<file path="config.mk">
export PLATFORM = sky130hd
export DESIGN_NAME = adder_tree_sched
export DESIGN_NICKNAME = d
export VERILOG_FILES = /design/src/rtl/adder_tree_sched.sv
export SDC_FILE = /design/constraint.sdc
export NUM_CORES = 1
export LEC_CHECK = 0
export ABC_AREA = 0
export CAP_MARGIN = 30
export CORE_MARGIN = 2
export CORE_UTILIZATION = 25
export DETAILED_ROUTE_END_ITERATION = 7
export GPL_ROUTABILITY_DRIVEN = 0
export SYNTH_ARGS = -nofsm -noshare
export SYNTH_HDL_FRONTEND = slang
export SYNTH_SLANG_ARGS = --single-unit
</file>
<file path="constraint.sdc">
create_clock -name clk -period 2.75 [get_ports clk]
set_input_delay 0.4125 -clock clk [delete_from_list [all_inputs] [get_ports clk]]
set_output_delay 0.4125 -clock clk [all_outputs]
set_load 0.01 [all_outputs]
</file>
<file path="src/rtl/adder_tree_sched.sv">
`default_nettype none
// +--------------------------------------------------------------------------+
// | adder_tree_sched: groups up to 9 operands for a shared 9-input adder tree |
// | Revision: 1.0                                                             |
// +--------------------------------------------------------------------------+
module adder_tree_sched #(
  parameter int WIDTH   = 23,
  parameter int ADD_LAT = 0
) (
  input  logic                 clk,
  input  logic                 rst_n,
  input  logic                 in_valid,
  output logic                 in_ready,
  input  logic [WIDTH-1:0]     in_data,
  input  logic                 in_last,
  output logic [9*WIDTH-1:0]   at_operands,
  input  logic [WIDTH+3:0]     at_sum,
  output logic                 out_valid,
  input  logic                 out_ready,
  output logic [WIDTH+3:0]     out_sum,
  output logic [3:0]           out_cnt
);

  localparam logic [3:0] C_LAT = 4'(ADD_LAT);

  typedef enum logic [1:0] {
    S_FILL = 2'd0,
    S_WAIT = 2'd1,
    S_HOLD = 2'd2
  } state_t;

  state_t               r_state;
  state_t               w_next;
  logic [WIDTH-1:0]     r_slot [9];
  logic [3:0]           r_cnt;
  logic [3:0]           r_wcnt;
  logic [WIDTH+3:0]     r_sum;
  logic [3:0]           r_ocnt;
  logic                 w_accept;
  logic                 w_close;

  assign w_accept  = in_valid && (r_state == S_FILL);
  assign w_close   = (r_cnt == 4'd8) || in_last;
  assign in_ready  = (r_state == S_FILL);
  assign out_valid = (r_state == S_HOLD);
  assign out_sum   = r_sum;
  assign out_cnt   = r_ocnt;

  // Unfilled slots stay at zero so a short group sums correctly in the tree.
  for (genvar k = 0; k < 9; k++) begin : g_ops
    assign at_operands[k*WIDTH +: WIDTH] = r_slot[k];
  end

  always_ff @(posedge clk or negedge rst_n) begin
    if (!rst_n) r_state <= S_FILL;
    else        r_state <= w_next;
  end

  always_comb begin
    w_next = r_state;
    case (r_state)
      S_FILL:  if (w_accept && w_close) w_next = S_WAIT;
      S_WAIT:  if (r_wcnt == 4'd0) w_next = S_HOLD;
      S_HOLD:  if (out_ready) w_next = S_FILL;
      default: w_next = S_FILL;
    endcase
  end

  always_ff @(posedge clk or negedge rst_n) begin
    if (!rst_n) begin
      for (int k = 0; k < 9; k++) r_slot[k] <= '0;
      r_cnt  <= 4'd0;
      r_wcnt <= 4'd0;
      r_sum  <= '0;
      r_ocnt <= 4'd0;
    end else begin
      case (r_state)
        S_FILL: begin
          if (w_accept) begin
            for (int k = 0; k < 9; k++) begin
              if (r_cnt == 4'(k)) r_slot[k] <= in_data;
            end
            r_cnt <= r_cnt + 4'd1;
            if (w_close) r_wcnt <= C_LAT;
          end
        end
        S_WAIT: begin
          if (r_wcnt != 4'd0) begin
            r_wcnt <= r_wcnt - 4'd1;
          end else begin
            r_sum  <= at_sum;
            r_ocnt <= r_cnt;
          end
        end
        S_HOLD: begin
          if (out_ready) begin
            for (int k = 0; k < 9; k++) r_slot[k] <= '0;
            r_cnt <= 4'd0;
          end
        end
        default: ;
      endcase
    end
  end

endmodule
`default_nettype wire

</file>
==> reports/summary.log, run 1 <==
qor: outcome.result_of_the_run completed
qor: setup_path.worstPathMaxFanout 25
qor: setup_path.cp_top_family buffers and inverters
qor: setup_path.reg2reg_depth 6
qor: sta.fin_crit_sh 0.8947
qor: setup_path.setup.worst_path.end_class output pin
qor: synthesis.mapped_cell_area 0.01009 mm2
qor: sta.number_of_setup_violations_in_the_final_report 0
qor: floorplan.dieHeight 204.9 um
qor: global_route.grt.overflow.total 0
qor: floorplan.die-width 204.9 um
qor: routing.drt_pre_antenna_iters 4
qor: setup_path.critical_path_arrival 2.05 ns
qor: placed_design.dp_hpwl 20930 um
qor: routing.met1Wirelength 13110 um
qor: clock_tree.cts.root.buffer_cell sky130_fd_sc_hd__clkbuf_16
qor: global_route.grt_max_degree 81
qor: sta.slew_headroom 0.5433
qor: routing.top_layer_used met4
qor: floorplan.design.core.area 0.03982 mm2
qor: setup_path.cp_num_cells 3
qor: setup_path.critPathRequiredTime 2.34 ns
qor: routing.detail_route.wirelength 29590 um
qor: floorplan.std_cell_rows 73
qor: flow_run.timing.max_cap.violations 0
qor: setup_path.worst-setup-path-type reg -> out
qor: sta.tightest_slew 0.6850 ns
qor: floorplan.dieArea 0.04197 mm2
qor: routing.post_drt_via_cell_ratio 4.244
qor: routing.drtAntennaViolNets 0
qor: final_layout.drive_above_1_share 0.2676
qor: clock_tree.clock-sinks 248
qor: sta.unrepaired_setup_endpoints_after_global_routing no
qor: synthesis.synth_edf_count 0
qor: setup_path.crit_slowest_cell sky130_fd_sc_hd__dfrtp_1
qor: setup_path.cpPeakStageDelay 0.54 ns
qor: synthesis.netlist-cell-type-count 42
qor: setup_path.timing.critical_path.buf_inv 2
qor: sta.final.hold.worst_slack 0.4366 ns
qor: clock_tree.clockBufferDepth 3
qor: routing.avgRoutedWirePerCell 19.14 um
qor: synthesis.synth_seq_area_share 0.6152
qor: clock_tree.worstSkewPairLatency 0.57 ns
qor: pwr.ir_drop 662.0 uV
qor: synthesis.avgSynthCellArea 14.77 um2
qor: synthesis.postSynthRegisterBits 248
qor: global_route.gr-usage-all-layers 0.1401
qor: global_route.number_of_global_route_vias_before_repair 7011
qor: final_layout.area_delta_synth_final 46.56%
qor: sta.maximum_operating_frequency 406.5 MHz
qor: clock_tree.clock_tree.htree_level_count 1
qor: placed_design.io_buffer_count 294
qor: worst_hold_path.worst_hold_path_type in -> async
qor: clock_tree.cts-buffers-inserted 29
qor: global_route.first_pass_grt_wire_length 44690 um
qor: synthesis.synthesis.nets 744
qor: sta.finalHoldViolations 0
qor: sta.worst_clk_skew 0.02193 ns
qor: synthesis.synthesis.yosys.warnings 0
qor: routing.drt-initial-drc-count 252
qor: routing.met3RoutedLength 1753 um
qor: routing.met2_wirelength 14010 um
qor: floorplan.ioPinCount 295
qor: synthesis.synthesis.instances 683
qor: global_route.antenna_found_initial 1
qor: routing.drc_errors 0
qor: clock_tree.clk_transition_reported_paths 0.06 ns
qor: routing.routed-via-count 6561
qor: synthesis.synth-async-reset-ratio 1.000
qor: synthesis.synthFlopType sky130_fd_sc_hd__dfrtp_1
qor: sta.maxSlewViolCount 0
qor: setup_path.startpoint_type register
qor: clock_tree.cts.repair_timing.setup_buffer_count 0
qor: floorplan.start_util 0.2533
qor: final_layout.finish.net_count 1059
qor: pwr.p_per_area 1300 mW/mm2
qor: sta.min_period 2.460 ns
qor: clock_tree.tritoncts built
qor: sta.fin_setup_tns 0 ns
qor: setup_path.critical_path.cell_chain nand2b_4 > inv_1 > clkdlybuf4s50_1
qor: pwr.power.static_leakage 6.321 nW
[power breakdown]
| part | internal (W) | total [W] | switching (W) |
|---|---|---|---|
| clock | 0.00230 | 0.00385 | 0.00155 |
| combinational | 0.00521 | 0.00894 | 0.00373 |
| sequential | 0.00543 | 0.00643 | 0.000997 |
[synthesized netlist by cell type (all sizes together), types with 3 or more instances]
| library cell | number | share of area |
|---|---|---|
| inv | 6 | 0.0022 |
| or3 | 3 | 0.0019 |
| nand3b | 5 | 0.0041 |
| dfrtp | 248 | 0.62 |
| mux2 | 192 | 0.21 |
| a22oi | 5 | 0.011 |
| o21ai | 8 | 0.0040 |
| or3b | 3 | 0.0029 |
| buf | 28 | 0.024 |
| a21oi | 3 | 0.0026 |
| ha | 6 | 0.0074 |
| clkbuf | 11 | 0.0041 |
| nand2 | 71 | 0.026 |
| nor3b | 4 | 0.0035 |
| mux2i | 46 | 0.046 |
| and2 | 23 | 0.014 |
[metal layers]
| layer | global-route usage | up-vias |
|---|---|---|
| met3 | 0.03341 | 48 |
| met2 | 0.2294 | 175 |
| met4 | 0.04085 | 0 |
| li1 | - | 3022 |
| met1 | 0.1841 | 3316 |
| met5 | 0 | - |
[logic make-up (layout without fill, tap and decap cells)]
group                      count (synthesis)  in the layout  share of synthesized area
DFF                                      248            248                     0.6152
muxes                                    238            238                     0.2600
and+or+nand+nor                          122            122                    0.06289
buffers and inverters                     45            382                    0.03002
AOI/OAI and AO/OA                         24             24                    0.02444
adders and majority gates                  6              6                   0.007442
other                                      0              1                          0
[final timing paths]
| check | start | to | slack, ns |
|---|---|---|---|
| min | rst_n | at_operands[74]$_DFFE_PN0P_ | 0.44 |
| max in group asynchronous | rst_n | at_operands[176]$_DFFE_PN0P_ | 1.59 |
| min reg2reg | out_sum[5]$_DFFE_PN0P_ | out_sum[5]$_DFFE_PN0P_ | 0.49 |
| max reg2reg | r_cnt[1]$_DFFE_PN0P_ | at_operands[2]$_DFFE_PN0P_ | 0.62 |
| min in group clk | at_sum[6] | out_sum[6]$_DFFE_PN0P_ | 0.46 |
| max | r_state[0]$_DFFE_PN0P_ | out_valid | 0.29 |
[cells in the final DEF, fill, tap and decap left out, drive strengths merged, types with 3 or more instances in the layout]
cell type and instances:
ha 6, dfrtp 248, nor3b 4, nand3b 5, or3 3, a22oi 5, or3b 3, o21ai 8
clkdlybuf4s50 293, nand2 71, mux2i 46, and2 23, mux2 192, inv 7, clkbuf 44, buf 29
a21oi 3, clkinv 7
[layout make-up]
cell class	count	area (um2)
diodes	1	2.502
clock inverters	9	88.84
repair buffers	323	3318
multi-input cells	390	3607
fillers	3903	25040
well taps	525	656.9
flip-flops and latches	248	6206
clock buffers	44	882.1
inverters	6	22.52
[registers in the layout, summed over array words and instances, names as in the netlist]
register and flops:
at_operands 207, out_cnt 4, out_sum 27, r_cnt 4, r_state 2, r_wcnt 4
[stage by stage]
step	power, W	setup slack (ns)	util	area [um2]	instances
3_5_place_dp	0.01558	0.3690	0.3464	13800	1491
6_report	0.01922	0.2897	0.3712	14780	1546
4_1_cts	0.01957	0.03078	0.3711	14780	1545
5_1_grt	0.02038	0.09661	0.3712	14780	1546
2_1_floorplan	0.01066	0.8012	-	10090	683
3_3_place_gp	0.01545	0.3728	0.3464	13800	1491
[what timing repair did]
item / CTS / global route
endpoints found under the setup margin: 0 / 1
hold buffers: 1 / 0
hold endpoints to repair: 70 / 0
gates resized for setup: 0 / 1
Note: power is estimated with default switching activity, not from simulation.
==> run 2, diff against run 1 <==
--- a/config.mk
+++ b/config.mk
@@ -11,6 +11,7 @@
 export CORE_UTILIZATION = 25
 export DETAILED_ROUTE_END_ITERATION = 7
 export GPL_ROUTABILITY_DRIVEN = 0
+export HOLD_SLACK_MARGIN = 0.12
 export SYNTH_ARGS = -nofsm -noshare
 export SYNTH_HDL_FRONTEND = slang
 export SYNTH_SLANG_ARGS = --single-unit
==> results of run 2 <==
Same layout as run 1: the final DEF is identical, and so are final timing and power.
==> run 3, diff against run 2 <==
--- a/config.mk
+++ b/config.mk
@@ -9,6 +9,7 @@
 export CAP_MARGIN = 30
 export CORE_MARGIN = 2
 export CORE_UTILIZATION = 25
+export CTS_CLUSTER_SIZE = 25
 export DETAILED_ROUTE_END_ITERATION = 7
 export GPL_ROUTABILITY_DRIVEN = 0
 export HOLD_SLACK_MARGIN = 0.12
==> results of run 3 <==
Same layout as run 1: the final DEF is identical, and so are final timing and power.
